<file path="src/rtl/signed_div_pkg.sv">
// Shared types and constants for the sequential signed divider.
package signed_div_pkg;

    localparam int DIV_WIDTH  = 8;
    localparam int ITER_COUNT = DIV_WIDTH;

    typedef enum logic [1:0] {
        IDLE   = 2'd0,
        DIVIDE = 2'd1,
        FIX    = 2'd2,
        DONE   = 2'd3
    } div_state_e;

endpackage

</file>
<file path="src/rtl/twos_complement.sv">
// Conditional two's-complement negation, used for sign strip and sign restore.
module twos_complement #(
    parameter int WIDTH = 8
) (
    input  logic [WIDTH-1:0] in_val,
    input  logic             negate,
    output logic [WIDTH-1:0] out_val
);

    assign out_val = negate ? (~in_val + {{(WIDTH-1){1'b0}}, 1'b1}) : in_val;

endmodule

</file>
<file path="src/rtl/unsigned_divider.sv">
// Restoring shift/subtract core on unsigned magnitudes, sequenced by load/step.
module unsigned_divider
    import signed_div_pkg::*;
#(
    parameter int WIDTH = DIV_WIDTH
) (
    input  logic             clk,
    input  logic             rst_n,
    input  logic             load,
    input  logic             step,
    input  logic [WIDTH-1:0] dividend_mag,
    input  logic [WIDTH-1:0] divisor_mag,
    output logic [WIDTH-1:0] q_mag,
    output logic [WIDTH-1:0] r_mag,
    output logic             last
);

    localparam int CW = $clog2(WIDTH);

    logic [WIDTH-1:0] pr_q,  pr_d;
    logic [WIDTH-1:0] quo_q, quo_d;
    logic [WIDTH-1:0] dvs_q, dvs_d;
    logic [CW-1:0]    cnt_q, cnt_d;
    logic [WIDTH:0]   shifted_s;
    logic [WIDTH:0]   trial_s;

    // Next-state for one restoring iteration; the 9-bit trial borrow selects restore.
    always_comb begin
        pr_d      = pr_q;
        quo_d     = quo_q;
        dvs_d     = dvs_q;
        cnt_d     = cnt_q;
        shifted_s = {pr_q, quo_q[WIDTH-1]};
        trial_s   = shifted_s - {1'b0, dvs_q};
        if (load) begin
            pr_d  = {WIDTH{1'b0}};
            quo_d = dividend_mag;
            dvs_d = divisor_mag;
            cnt_d = {CW{1'b0}};
        end else if (step) begin
            if (trial_s[WIDTH]) begin
                pr_d  = shifted_s[WIDTH-1:0];
                quo_d = {quo_q[WIDTH-2:0], 1'b0};
            end else begin
                pr_d  = trial_s[WIDTH-1:0];
                quo_d = {quo_q[WIDTH-2:0], 1'b1};
            end
            cnt_d = cnt_q + {{(CW-1){1'b0}}, 1'b1};
        end else begin
            cnt_d = cnt_q;
        end
    end

    // Core state registers.
    always_ff @(posedge clk or negedge rst_n) begin
        if (!rst_n) begin
            pr_q  <= {WIDTH{1'b0}};
            quo_q <= {WIDTH{1'b0}};
            dvs_q <= {WIDTH{1'b0}};
            cnt_q <= {CW{1'b0}};
        end else begin
            pr_q  <= pr_d;
            quo_q <= quo_d;
            dvs_q <= dvs_d;
            cnt_q <= cnt_d;
        end
    end

    assign q_mag = quo_q;
    assign r_mag = pr_q;
    assign last  = (cnt_q == CW'(WIDTH - 1));

endmodule

</file>
<file path="src/rtl/signed_divider.sv">
// Sequential signed divider: sign strip, restoring core, sign restore, start/busy/done handshake.
module signed_divider
    import signed_div_pkg::*;
#(
    parameter int WIDTH = DIV_WIDTH
) (
    input  logic             clk,
    input  logic             rst_n,
    input  logic             start,
    input  logic [WIDTH-1:0] dividend,
    input  logic [WIDTH-1:0] divisor,
    output logic [WIDTH-1:0] quotient,
    output logic [WIDTH-1:0] remainder,
    output logic             busy,
    output logic             done,
    output logic             div_zero,
    output logic             overflow
);

    div_state_e       state_q, state_d;
    logic [WIDTH-1:0] quo_q, quo_d, rem_q, rem_d;
    logic             busy_q, busy_d, done_q, done_d;
    logic             dz_q, dz_d, ovf_q, ovf_d;
    logic             neg_quo_q, neg_quo_d, neg_rem_q, neg_rem_d;
    logic             ovf_pend_q, ovf_pend_d;
    logic             load_s, step_s, last_s;
    logic [WIDTH-1:0] dvd_mag_s, dvs_mag_s, q_mag_s, r_mag_s, q_fix_s, r_fix_s;

    twos_complement #(.WIDTH(WIDTH)) u_abs_dvd (.in_val(dividend), .negate(dividend[WIDTH-1]), .out_val(dvd_mag_s));
    twos_complement #(.WIDTH(WIDTH)) u_abs_dvs (.in_val(divisor),  .negate(divisor[WIDTH-1]),  .out_val(dvs_mag_s));
    twos_complement #(.WIDTH(WIDTH)) u_fix_quo (.in_val(q_mag_s),  .negate(neg_quo_q),         .out_val(q_fix_s));
    twos_complement #(.WIDTH(WIDTH)) u_fix_rem (.in_val(r_mag_s),  .negate(neg_rem_q),         .out_val(r_fix_s));

    unsigned_divider #(.WIDTH(WIDTH)) u_core (
        .clk          (clk),
        .rst_n        (rst_n),
        .load         (load_s),
        .step         (step_s),
        .dividend_mag (dvd_mag_s),
        .divisor_mag  (dvs_mag_s),
        .q_mag        (q_mag_s),
        .r_mag        (r_mag_s),
        .last         (last_s)
    );

    // Controller next-state; DONE accepts a new start so back-to-back issue works.
    always_comb begin
        state_d    = state_q;
        quo_d      = quo_q;
        rem_d      = rem_q;
        busy_d     = busy_q;
        done_d     = 1'b0;
        dz_d       = dz_q;
        ovf_d      = ovf_q;
        neg_quo_d  = neg_quo_q;
        neg_rem_d  = neg_rem_q;
        ovf_pend_d = ovf_pend_q;
        load_s     = 1'b0;
        step_s     = 1'b0;
        case (state_q)
            IDLE, DONE: begin
                busy_d = 1'b0;
                if (start) begin
                    if (divisor == {WIDTH{1'b0}}) begin
                        quo_d   = {WIDTH{1'b1}};
                        rem_d   = dividend;
                        dz_d    = 1'b1;
                        ovf_d   = 1'b0;
                        done_d  = 1'b1;
                        state_d = DONE;
                    end else begin
                        load_s     = 1'b1;
                        neg_quo_d  = dividend[WIDTH-1] ^ divisor[WIDTH-1];
                        neg_rem_d  = dividend[WIDTH-1];
                        ovf_pend_d = (dividend == {1'b1, {(WIDTH-1){1'b0}}}) &&
                                     (divisor == {WIDTH{1'b1}});
                        dz_d       = 1'b0;
                        ovf_d      = 1'b0;
                        busy_d     = 1'b1;
                        state_d    = DIVIDE;
                    end
                end else begin
                    state_d = IDLE;
                end
            end
            DIVIDE: begin
                step_s = 1'b1;
                if (last_s) begin
                    state_d = FIX;
                end else begin
                    state_d = DIVIDE;
                end
            end
            FIX: begin
                quo_d   = q_fix_s;
                rem_d   = r_fix_s;
                ovf_d   = ovf_pend_q;
                busy_d  = 1'b0;
                done_d  = 1'b1;
                state_d = DONE;
            end
            default: begin
                busy_d  = 1'b0;
                state_d = IDLE;
            end
        endcase
    end

    // Controller state and registered outputs.
    always_ff @(posedge clk or negedge rst_n) begin
        if (!rst_n) begin
            state_q    <= IDLE;
            quo_q      <= {WIDTH{1'b0}};
            rem_q      <= {WIDTH{1'b0}};
            busy_q     <= 1'b0;
            done_q     <= 1'b0;
            dz_q       <= 1'b0;
            ovf_q      <= 1'b0;
            neg_quo_q  <= 1'b0;
            neg_rem_q  <= 1'b0;
            ovf_pend_q <= 1'b0;
        end else begin
            state_q    <= state_d;
            quo_q      <= quo_d;
            rem_q      <= rem_d;
            busy_q     <= busy_d;
            done_q     <= done_d;
            dz_q       <= dz_d;
            ovf_q      <= ovf_d;
            neg_quo_q  <= neg_quo_d;
            neg_rem_q  <= neg_rem_d;
            ovf_pend_q <= ovf_pend_d;
        end
    end

    assign quotient  = quo_q;
    assign remainder = rem_q;
    assign busy      = busy_q;
    assign done      = done_q;
    assign div_zero  = dz_q;
    assign overflow  = ovf_q;

endmodule

</file>
<file path="config.mk">
export PLATFORM = sky130hd
export DESIGN_NAME = signed_divider
export DESIGN_NICKNAME = d
export VERILOG_FILES = /design/src/rtl/signed_div_pkg.sv /design/src/rtl/twos_complement.sv /design/src/rtl/unsigned_divider.sv /design/src/rtl/signed_divider.sv
export SDC_FILE = /design/constraint.sdc
export NUM_CORES = 1
export LEC_CHECK = 0
export ABC_CLOCK_PERIOD_IN_PS = 2400
export BUFFER_PORTS_ARGS = -buffer_cell sky130_fd_sc_hd__clkbuf_2
export CORE_MARGIN = 5
export CORE_UTILIZATION = 53
export DETAILED_ROUTE_END_ITERATION = 16
export GPL_ROUTABILITY_DRIVEN = 0
export PLACE_DENSITY = 0.76
export SETUP_SLACK_MARGIN = 0.05
export SYNTH_ARGS = -nofsm -noshare
export SYNTH_HDL_FRONTEND = slang
export SYNTH_SLANG_ARGS = --single-unit
</file>
<file path="constraint.sdc">
create_clock -name clk -period 2.4 [get_ports clk]
set_input_delay 0.48 -clock clk [delete_from_list [all_inputs] [get_ports clk]]
set_output_delay 0.48 -clock clk [all_outputs]
set_load 0.05 [all_outputs]
</file>
After elaboration in Yosys (flattened, before gate mapping). Cells that the tools add are included.

Flip-flop bits (word level): 52. Bits of input ports: 19. Output and inout port bits: 20. Word-level logic and storage cells: 76.

$add $sub $neg: 6. Equal/unequal tests: 8. Multiplexer cells: 32. Bitwise operators: 6. Reductions and logical operators: 10.

Operator list (number): $mux 8 (13); $add 8x1->8 const B (4); $not 8->8 (4); $pmux 8 s2 (2); $eq 8x8->1 const B (2); $sub 9x8->9 (1); $logic_not 8->1 (1); $mux 1 (8); $mux 2 (3); $mux 3 (2); $pmux 1 s2 (3); $pmux 2 s3 (1); $reduce_and 3->1 (2); $eq 2x2->1 const B (2); $ne 2x2->1 const B (2); $reduce_and 2->1 (2); $reduce_bool 2->1 (2); $add 3x1->3 const B (1); $eq 3x3->1 const B (1); $eq 2x1->1 const B (1); $logic_not 2->1 (1); $reduce_or 2->1 (1); $logic_and 1x1->1 (1); $not 1->1 (1); $xor 1x1->1 (1).

Logic depth before layout (Yosys ltp). Gate-level depths: netlist of run 1.

Depth in word-level cells: 5. Mapped depth: 10. Depth with buffers taken out: 9.

Modules after synthesis. From an unflattened synthesis of run 1, not the netlist that was laid out.

Cell total of the unflattened synthesis: 352. Area total of the unflattened synthesis: 3530.9 um^2.

By module, submodules not included: unsigned_divider (times used 1, cells each 175, area an instance 1645.3 um^2, sequential area each 675.6 um^2); signed_divider (times used 1, cells each 93, area an instance 1199.9 um^2, sequential area each 625.6 um^2); twos_complement (times used 4, cells each 21, area an instance 171.4 um^2, sequential area each 0.0 um^2).

Worst setup path after synthesis of run 1. OpenSTA, ideal clock, no wires.

Path kind: register to register. Start: register u_core.quo_q[7], in the netlist u_core.q_mag[7]. End: register u_core.pr_q[0], in the netlist u_core.r_mag[0]. Setup time: 0.104 ns. Arrival time: 2.324 ns. Data required time: 2.296 ns. Slack: -0.028 ns. Cell stages (with the launch flop): 10. Buffers on the path: 0. Period minus slack after synthesis: 2.428 ns. Cell sequence: dfrtp_1 -> inv_1 -> ha_1 -> inv_1 -> fa_1 -> a211oi_2 -> o211ai_1 -> a221o_1 -> or4b_1 -> o311ai_1.

Word-level cells in the longest chain between the ends: 4.

RTL lines: start: declaration (RTL line unsigned_divider.sv:21) `logic [WIDTH-1:0] quo_q, quo_d;`; start signal: assignment (RTL line unsigned_divider.sv:58) `quo_q <= {WIDTH{1'b0}};`; start signal: assignment (RTL line unsigned_divider.sv:63) `quo_q <= quo_d;`; $sub 9x8->9 (RTL line unsigned_divider.sv:34) `trial_s = shifted_s - {1'b0, dvs_q};`; $mux 8 * (RTL line unsigned_divider.sv:41) `if (trial_s[WIDTH]) begin`; $mux 8 * (RTL line unsigned_divider.sv:40) `end else if (step) begin`; $mux 8 * (RTL line unsigned_divider.sv:35) `if (load) begin`; end signal: assignment (RTL line unsigned_divider.sv:57) `pr_q <= {WIDTH{1'b0}};`; end signal: assignment (RTL line unsigned_divider.sv:62) `pr_q <= pr_d;`; end: declaration (RTL line unsigned_divider.sv:20) `logic [WIDTH-1:0] pr_q, pr_d;`.

Every way passes the cells marked *; elsewhere a longest branch is shown, timed or not. The select of a mux whose other input is x is not followed. A chain may end at the register's enable or synchronous reset.

Worst setup path after layout of run 1. Ends and elaborated chain as after synthesis.

==> impl_metrics.env, run 1 <==
export IMPL_synth_xor_area_share_pct=7.43
export IMPL_synth_area_mux_share_pct=6.14
export IMPL_drive_above_1_share_pct=20.5
export IMPL_cts_max_path_buffers=2
export IMPL_vias=2824
export IMPL_initial_utilization_pct=55.1
export IMPL_syn2layout_area_growth_pct=16.5
export IMPL_synth_simple_area_share_pct=16.5
export IMPL_track_usage_pct=20.9
export IMPL_first_pass_iters=4
export IMPL_cp_slowest_cell="or4b_1"
export IMPL_grt_max_degree=36
export IMPL_fp_dieW_microns=88.9
export IMPL_finalSetupViolations=1
export IMPL_fin_util_pct=64.2
export IMPL_wl_per_cell_microns=15.9
export IMPL_status="finished with violations"
export IMPL_rows=28
export IMPL_synthTopCellsByArea="dfrtp_1, ha_1, o21ai_0"
export IMPL_grt_overflow=0
export IMPL_drt_iter0_drc=232
export IMPL_fmax_ghz=0.409
export IMPL_ys_seq_area_share_pct=39.4
export IMPL_synth_area_sq_mm=0.00330
export IMPL_ys_ff_latch=52
export IMPL_ys_warnings_count=0
export IMPL_leakagePower_nw=1.76
export IMPL_skew_ns=0.0187
export IMPL_path_class="flop to flop"
export IMPL_cp_cell_sequence="inv_2, ha_4, inv_2, fa_2, a211oi_2, o211ai_1, a221o_1, or4b_1, o311ai_2"
export IMPL_path_max_fanout=3
export IMPL_hold_slack_ns=0.201
export IMPL_clock_sinks=52
export IMPL_grt_pass1_wl_microns=12800
export IMPL_layout_min_cycle_time_ns=2.44
export IMPL_avgSynthCellArea_sq_um=9.02
export IMPL_tightest_slew_ns=0.724
export IMPL_required_ns=2.61
export IMPL_violations="setup timing"
export IMPL_startpoint_type="flop"
export IMPL_drc=0
export IMPL_fp_dieArea_sq_mm=0.00791
export IMPL_io_buffers=38
export IMPL_dp_hpwl_microns=5840
export IMPL_synth_edff_count=0
export IMPL_fillers=511
export IMPL_total_power_w=0.00523
export IMPL_synth_area_leader_cell="dfrtp_1"
export IMPL_placeableCoreArea_sq_mm=0.00599
export IMPL_path_clk_slew_ns=0.11
export IMPL_nets=457
export IMPL_vias_per_cell=5.71
export IMPL_antenna_found_initial=0
export IMPL_synth_top_area_share_pct=39.4
export IMPL_layout_common_cells="dfrtp_1, nand2_1, o21ai_0, clkbuf_2, buf_4"
export IMPL_h_tree_depth=2
export IMPL_cts_buffers_inserted=5
export IMPL_vdd_ir_drop_max_v=0.000778
export IMPL_drtAntennaViolNets=0
export IMPL_synthCells=366
export IMPL_synthArstFlopShare_pct=100
export IMPL_wirelength_microns=7860
export IMPL_ys_flop_type="dfrtp_1"
export IMPL_synth_top_family_by_area="compound AO/OA/AOI/OAI gates"
export IMPL_insertion_delay_ns=0.32
export IMPL_final_common_cell="dfrtp_1"
export IMPL_hold_path_class="input port to async pin"
export IMPL_endpoint_kind="flop"
export IMPL_synthAdderAreaFrac_pct=7.43
export IMPL_cts_tree="built"
export IMPL_synth_compound_area_share_pct=18.3
export IMPL_relSlewSlack_pct=51.7
export IMPL_crit_path_frequent_cell="inv_2"
export IMPL_max_stage_delay_ns=0.50
export IMPL_io_pin_count=39
export IMPL_dieHeight_microns=88.9
export IMPL_ctsHoldBuffers=0
export IMPL_place_ws_ns=-0.0379
export IMPL_n_antenna_cell=0
export IMPL_grt_pass1_vias=2675
export IMPL_power_density_mw_per_mm2=1360
export IMPL_final_hold_viol_count=0
export IMPL_yosysUniqueCellTypes=50
export IMPL_min_period_over_period_pct=102
export IMPL_setup_slack_ns=-0.0424
export IMPL_syn_nets=404
export IMPL_rsz0062_at_grt="true"
export IMPL_cp_arrival_ns=2.65
export IMPL_maxCapViolCount=0
export IMPL_slew_viol_final=0
export IMPL_cts_root_buf="clkbuf_8"
## flip-flops by register name, summed over array words and instances, names as in the netlist, 2 cells and up
name,cells
u_core.dvs_q,8
u_core.r_mag,8
quotient,8
u_core.cnt_q,3
remainder,8
state_q,2
u_core.q_mag,8
## critical path, delay by kind of cell, from the launching register on
| kind | cells | cell delay [ns] |
|---|---|---|
| compound gates | 4 | 0.83 |
| simple gates | 1 | 0.50 |
| fa+ha+maj | 2 | 0.48 |
| flops | 1 | 0.41 |
| buf+inv | 2 | 0.12 |
## metal layers
metal / global-route usage, % / part of all wire [%]
met5: 0 / 0
met4: 4.67 / 1.1
met3: 2.95 / 6.3
met2: 33.1 / 45
met1: 30.7 / 48
## power breakdown
group	internal (W)	switching [W]	leakage, nW
Sequential	0.00119	0.000258	0.633
Combinational	0.00140	0.00185	1.09
Clock	0.000208	0.000316	0.0445
## stage by stage
step	setup TNS (ns)	std cells	cell area, sq um
2_1_floorplan	0	366	3300
3_3_place_gp	0	484	3700
3_5_place_dp	-0.0558	484	3700
4_1_cts	-0.00945	493	3800
5_1_grt	-0.257	495	3840
6_report	-0.0424	495	3840
## layout make-up
class / count / area (sq um) / share of cell area [%]
Multi-Input combinational cell: 274 / 1870 / 48.7
Sequential cell: 52 / 1300 / 33.8
Timing Repair Buffer: 65 / 409 / 10.6
Inverter: 21 / 78.8 / 2.05
Clock inverter: 3 / 21.3 / 0.553
Tap cell: 75 / 93.8 / 2.44
Clock buffer: 5 / 68.8 / 1.79
## kinds of logic (layout without fill, tap and decap cells)
logic type,after synthesis,in the layout
AOI/OAI and AO/OA,96,96
xor gates and xnor gates,28,28
adders and majority gates,19,19
buffers and inverters,40,94
DFF,52,52
muxes,20,20
and+or+nand+nor,111,111
## path summary, 6_finish.rpt
kind / startpoint / end / slack [ns] / depth (start not counted)
min in group clk: start / busy / 0.43 / 3
setup reg to reg: u_core.q_mag[7] / u_core.r_mag[0] / -0.04 / 9
hold reg to reg: remainder[5] / remainder[5] / 0.49 / 2
max in group asynchronous: rst_n / u_core.q_mag[1] / 1.60 / 2
setup / recovery: u_core.q_mag[7] / u_core.r_mag[0] / -0.04 / 9
hold / removal: rst_n / u_core.q_mag[0] / 0.20 / 1
## cells in the mapped netlist (all sizes together), types with 2 or more instances
library cell,n
nor2b,6
a21oi,17
and2,2
dfrtp,52
mux2,2
a211oi,6
o21ai,40
xor2,13
o31ai,6
a31oi,4
nor2,23
ha,18
nand2,45
xnor2,15
or4b,2
a21boi,2
nand2b,8
inv,21
o21a,2
nand3,2
nor3b,3
mux2i,18
o211ai,4
a221o,2
or2,2
o41ai,2
nand4,4
o211a,2
buf,7
nand3b,2
a41oi,2
or3,7
clkbuf,12
## what timing repair did
item                                    CTS  global route
hold endpoints to repair                  0             0
pin swaps                                 2             3
gates resized for setup                   0             6
endpoints found under the setup margin    5             8
setup buffers                             1             3
No activity file was read; power rests on OpenSTA's default activity.
==> run 2, diff against run 1 <==
- ABC_AREA: not set -> 1
- ABC_CLOCK_PERIOD_IN_PS: 2400 -> 2900
- CORE_UTILIZATION: 53 -> 60
- GPL_TIMING_DRIVEN: not set -> 0
- PLACE_DENSITY: 0.76 -> 0.81
- clock period: 2.4 -> 2.9 ns (I/O delays scaled with it)
==> run 2 against run 1 <==
The flow now finishes without violations. Sequential cell count stayed put. Cell count rose by 18%. Core utilization rose by 3.4 points. Total power fell by 32%. Combinational power decreased by 38%. Die area down 4.7%. Worst hold slack got worse by 0.040 ns. Critical path depth grew 3. Register-to-register slack improved by 0.77 ns. Critical path type unchanged. Largest cell class unchanged. Highest routed layer unchanged.
==> impl_metrics.env, run 2 <==
export IMPL_tightest_slew_ns=0.505
export IMPL_crit_end="u_core.r_mag[5]"
export IMPL_grt_pass1_vias=3070
export IMPL_synthArstFlopShare_pct=100
export IMPL_cts_max_path_buffers=2
export IMPL_path_depth=12
export IMPL_crit_path_frequent_cell="nand2_1"
export IMPL_total_power_w=0.00355
export IMPL_dp_cells=575
export IMPL_synth_area_sq_mm=0.00354
export IMPL_ys_ff_latch=52
export IMPL_dp_hpwl_microns=6350
export IMPL_r2r_start="u_core.q_mag[7]"
export IMPL_multiInputGateArea_sq_mm=0.00190
export IMPL_synthTopCellsByArea="dfrtp_1, nand2_1, nand3_1"
export IMPL_endpoint_kind="flop"
export IMPL_path_class="flop to flop"
export IMPL_reg2reg_depth=12
export IMPL_ys_seq_area_share_pct=36.8
export IMPL_layoutNonFillerInstCount=584
export IMPL_synth_edff_count=0
export IMPL_fillers=507
export IMPL_avgSynthCellArea_sq_um=7.64
export IMPL_cp_cell_sequence="inv_1, ha_1, inv_1, fa_1, nand2_1, nand2_1, nand3_2, nand3_2, nand2_4, nand2_1, nand3_1, nand2_1"
export IMPL_path_clk_slew_ns=0.11
export IMPL_status="completed"
export IMPL_relSlewSlack_pct=66.3
export IMPL_drt_iter0_drc=218
export IMPL_slew_viol_final=0
export IMPL_cts_buffers_inserted=5
export IMPL_track_usage_pct=23.4
export IMPL_power_density_mw_per_mm2=902
export IMPL_synth_most_common_cell="nand2_1"
export IMPL_skew_ns=0.0145
export IMPL_insertion_delay_ns=0.32
export IMPL_seqCellArea_sq_mm=0.00130
export IMPL_fp_dieW_microns=86.8
export IMPL_path_delay_family="simple AND/OR/NAND/NOR gates"
export IMPL_placeableCoreArea_sq_mm=0.00582
export IMPL_h_tree_depth=2
export IMPL_cts_root_buf="clkbuf_8"
export IMPL_initial_utilization_pct=60.8
export IMPL_path_max_fanout=9
export IMPL_nets=546
export IMPL_max_stage_delay_ns=0.41
export IMPL_final_cell_area_sq_mm=0.00393
export IMPL_io_pin_count=39
export IMPL_synth_top_area_share_pct=36.8
export IMPL_min_period_over_period_pct=74.8
export IMPL_dieHeight_microns=86.8
export IMPL_synthCells=463
export IMPL_path_buf_inv=2
export IMPL_layout_common_cells="nand2_1, inv_1, dfrtp_1, nand3_1, nor2_1"
export IMPL_vdd_ir_drop_max_v=0.000497
export IMPL_required_ns=3.11
export IMPL_first_pass_iters=5
export IMPL_rows=28
export IMPL_ctsHoldBuffers=0
export IMPL_vias_per_cell=5.43
export IMPL_drtAntennaViolNets=0
export IMPL_ys_flop_type="dfrtp_1"
export IMPL_yosysUniqueCellTypes=42
export IMPL_cp_arrival_ns=2.38
export IMPL_tns_ns=0
export IMPL_layout_min_cycle_time_ns=2.17
export IMPL_cts_setup_buffers=0
export IMPL_wl_per_cell_microns=13.7
export IMPL_rsz0062_at_grt="false"
export IMPL_cts_tree="built"
export IMPL_synth_area_leader_cell="dfrtp_1"
export IMPL_hold_path_class="input port to async pin"
export IMPL_fp_dieArea_sq_mm=0.00753
export IMPL_maxCapViolCount=0
export IMPL_ys_warnings_count=0
export IMPL_clock_sinks=52
export IMPL_syn2layout_area_growth_pct=11.2
export IMPL_fmax_ghz=0.461
export IMPL_final_common_cell="nand2_1"
export IMPL_cp_slowest_cell="dfrtp_1"
export IMPL_n_antenna_cell=0
export IMPL_startpoint_type="flop"
export IMPL_drive_above_1_share_pct=16.3
export IMPL_ctsResizeCount=0
export IMPL_place_area_sq_mm=0.00382
export IMPL_leakagePower_nw=2.05
export IMPL_io_buffers=37
export IMPL_grt_max_degree=53
export IMPL_vias=3171
export IMPL_finalSetupViolations=0
export IMPL_antenna_found_initial=0
export IMPL_grt_pass1_wl_microns=14000
export IMPL_r2r_end="u_core.r_mag[5]"
export IMPL_grt_overflow=0
export IMPL_worstSetupStartpoint="u_core.q_mag[7]"
export IMPL_synthTopCellsByCount="nand2_1, inv_1, dfrtp_1"
export IMPL_drc=0
export IMPL_regToRegSetupSlack_ns=0.73
export IMPL_syn_nets=501
export IMPL_wirelength_microns=8020
export IMPL_final_hold_viol_count=0
-- run 2: changes by cell type after synthesis, sizes merged, moves of 15 or more --
cell,previous run,this run
nand2,45,136
inv,21,62
nand3,2,52
mux2i,18,0
nor2,23,44
o21ai,40,25
-- run 2: cell families (layout without fill, tap and decap cells) --
logic type | Yosys count | in the layout | synth area share (%)
adders and majority gates | 19 | 19 | 6.93
AOI/OAI and AO/OA | 58 | 58 | 10.9
buffers and inverters | 74 | 120 | 9.37
DFF | 52 | 52 | 36.8
xor gates and xnor gates | 15 | 15 | 3.71
and+or+nand+nor | 245 | 245 | 32.3
-- run 2: how the worst min path moves through the flow --
stage                                from              end  slack [ns]  cells past startpoint
after global routing                rst_n     remainder[6]        0.19                      1
final                               rst_n     remainder[6]        0.16                      1
after floorplan                     rst_n             busy        0.28                      0
after global placement    u_core.cnt_q[1]  u_core.cnt_q[1]        0.46                      2
after CTS                        div_zero         div_zero        0.50                      2
after detailed placement         div_zero         div_zero        0.47                      2
-- run 2: final cells by class --
type	instances	share of cell area [%]
sequential	52	33.1
tap	75	2.39
multi-input combinational	337	48.4
buffer	12	2.51
timing repair buffer	38	5.22
clock inverter	3	0.700
inverter	62	5.92
clock buffer	5	1.75
-- run 2: where the power goes --
group / leakage (nW) / internal, W / switching (W)
registers: 0.635 / 0.000930 / 0.000164
logic: 1.37 / 0.000715 / 0.00129
clock network: 0.0463 / 0.000178 / 0.000268
-- run 2: metal layers --
layer,vias to the layer above,global-route usage (%),share of wire (%)
li1,1581,-,-
met1,1473,31.1,44
met2,101,38.2,47
met3,16,4.18,6.5
met4,0,8.22,2.2
met5,-,0,0
-- run 2: through the flow --
| step | hold WS [ns] | util, % | worst slack (ns) |
|---|---|---|---|
| CTS | 0.497 | 67.3 | 0.719 |
| floorplan | 0.284 | - | 1.04 |
| global placement | 0.460 | 65.6 | 0.797 |
| global route | 0.189 | 67.6 | 0.508 |
| finish | 0.162 | 67.6 | 0.730 |
| detailed placement | 0.469 | 65.6 | 0.728 |
==> run 3, diff against run 2 <==
- ABC_AREA: 1 -> 0
- ABC_CLOCK_PERIOD_IN_PS: 2900 -> 2000
- CORE_UTILIZATION: 60 -> 59
- clock period: 2.9 -> 2 ns (I/O delays scaled with it)
==> run 3 against run 2 <==
The flow now finishes with violations (setup timing). Total power increased by 79%. Final area decreased by 2.0%. Die area decreased by 4.5%. Critical path type unchanged. Critical endpoint is now u_core.r_mag[0].
==> impl_metrics.env, run 3 (same netlist as run 1, synthesis figures left out) <==
export IMPL_track_usage_pct=21.6
export IMPL_r2r_end="u_core.r_mag[0]"
export IMPL_hold_slack_ns=0.103
export IMPL_endpoint_kind="flop"
export IMPL_path_clk_slew_ns=0.10
export IMPL_setup_slack_ns=-0.473
export IMPL_io_pin_count=39
export IMPL_fp_dieArea_sq_mm=0.00719
export IMPL_required_ns=2.20
export IMPL_wl_met3_microns=393
export IMPL_startpoint_type="flop"
export IMPL_maxCapViolCount=0
export IMPL_path_class="flop to flop"
export IMPL_fmax_ghz=0.404
export IMPL_slew_viol_final=0
export IMPL_reg2reg_depth=9
export IMPL_topRoutingLayerUsed="met4"
export IMPL_leakagePower_nw=1.75
export IMPL_grt_pass1_vias=2708
export IMPL_dp_cells=475
export IMPL_vias=2822
export IMPL_dieHeight_microns=84.8
export IMPL_place_area_sq_mm=0.00359
export IMPL_rsz0062_at_grt="true"
export IMPL_h_tree_depth=2
export IMPL_clock_sinks=52
export IMPL_n_antenna_cell=0
export IMPL_cp_arrival_ns=2.67
export IMPL_path_max_fanout=5
export IMPL_grt_pass1_wl_microns=12800
export IMPL_tns_ns=-3.50
export IMPL_cts_tree="built"
export IMPL_io_buffers=37
export IMPL_r2r_start="u_core.q_mag[7]"
export IMPL_hold_path_class="input port to async pin"
export IMPL_min_period_over_period_pct=124
export IMPL_crit_end="u_core.r_mag[0]"
export IMPL_antenna_found_initial=0
export IMPL_placeableCoreArea_sq_mm=0.00547
export IMPL_drt_iter0_drc=173
export IMPL_insertion_delay_ns=0.30
export IMPL_grt_max_degree=53
export IMPL_violations="setup timing"
export IMPL_place_ws_ns=-0.640
export IMPL_fillers=425
export IMPL_first_pass_iters=4
export IMPL_vdd_ir_drop_max_v=0.00118
export IMPL_nets=460
export IMPL_drc=0
export IMPL_grt_overflow=0
export IMPL_wirelength_microns=7580
export IMPL_syn2layout_area_growth_pct=16.7
export IMPL_drtAntennaViolNets=0
export IMPL_status="finished with violations"
export IMPL_rows=27
export IMPL_initial_utilization_pct=60.3
export IMPL_relSlewSlack_pct=57.1
export IMPL_final_common_cell="dfrtp_1"
export IMPL_final_cell_area_sq_mm=0.00385
export IMPL_drive_above_1_share_pct=19.9
export IMPL_skew_ns=0.00922
export IMPL_layout_min_cycle_time_ns=2.47
export IMPL_cts_max_path_buffers=2
export IMPL_layoutNonFillerInstCount=495
export IMPL_vias_per_cell=5.70
export IMPL_layout_common_cells="dfrtp_1, nand2_1, clkbuf_2, o21ai_0, nor2_1"
export IMPL_met2_length_microns=3570
export IMPL_dp_hpwl_microns=5690
export IMPL_wl_per_cell_microns=15.3
export IMPL_power_density_mw_per_mm2=1640
export IMPL_wirelength_met1_microns=3460
export IMPL_regToRegSetupSlack_ns=-0.47
export IMPL_final_hold_viol_count=0
export IMPL_finalSetupViolations=9
export IMPL_tightest_slew_ns=0.644
export IMPL_cts_buffers_inserted=5
export IMPL_fp_dieW_microns=84.8
export IMPL_worstSetupStartpoint="u_core.q_mag[7]"
export IMPL_ctsHoldBuffers=0
export IMPL_cts_root_buf="clkbuf_8"
[run 3: cell types whose count changed in the layout (fill, tap and decap cells not counted), sizes merged, moves of 15 or more]
| cell | delta |
|---|---|
| o21ai | +15 |
| inv | -42 |
| nand2 | -91 |
| nand3 | -50 |
| mux2i | +18 |
| nor2 | -21 |
[run 3: routing by layer]
metal,track usage (%),vias up
met3,2.94,13
li1,-,1408
met1,30.2,1315
met2,35.0,86
met4,6.47,0
met5,0,-
[run 3: critical path: stages, from the launching register on]
cell and delay [ns]:
dfrtp_1 0.39, inv_2 0.08, ha_4 0.15, inv_2 0.03
fa_2 0.36, a211oi_4 0.24, o211ai_1 0.11, a221o_1 0.41
or4b_1 0.50, o311ai_1 0.09
[run 3: final cells by class]
class	instances	area, sq um	area share [%]
multi-input combinational	274	1910	49.5
sequential	52	1300	33.8
timing repair buffer	49	285	7.41
buffer	19	100	2.60
tap	72	90.1	2.34
inverter	21	78.8	2.05
clock buffer	6	72.6	1.88
clock inverter	2	16.3	0.422
[run 3: worst min path at each step]
| stage | startpoint | endpoint | depth (start not counted) |
|---|---|---|---|
| 2_1_floorplan | rst_n | busy | 0 |
| 3_3_place_gp | remainder[4] | remainder[4] | 2 |
| 3_5_place_dp | remainder[1] | remainder[1] | 2 |
| 4_1_cts | dividend[0] | u_core.q_mag[0] | 3 |
| 5_1_grt | rst_n | busy | 1 |
| 6_report | rst_n | busy | 1 |
[run 3: timing repair]
item                                    CTS  global route
gates cloned                              0             1
endpoints found under the setup margin   30            37
pin swaps                                 3             6
endpoints found under the hold margin     0             0
gates resized for setup                   7            16
setup buffers                             8             2
[run 3: where the power goes]
group	internal (W)	switching, W
clock network	0.000250	0.000349
registers	0.00143	0.000335
logic	0.00177	0.00221
[run 3: stage by stage]
stage / util, % / total power, W
after floorplan: - / 0.00448
after global placement: 65.7 / 0.00513
after detailed placement: 65.7 / 0.00526
after CTS: 68.7 / 0.00615
after global routing: 70.4 / 0.00688
final: 70.4 / 0.00634
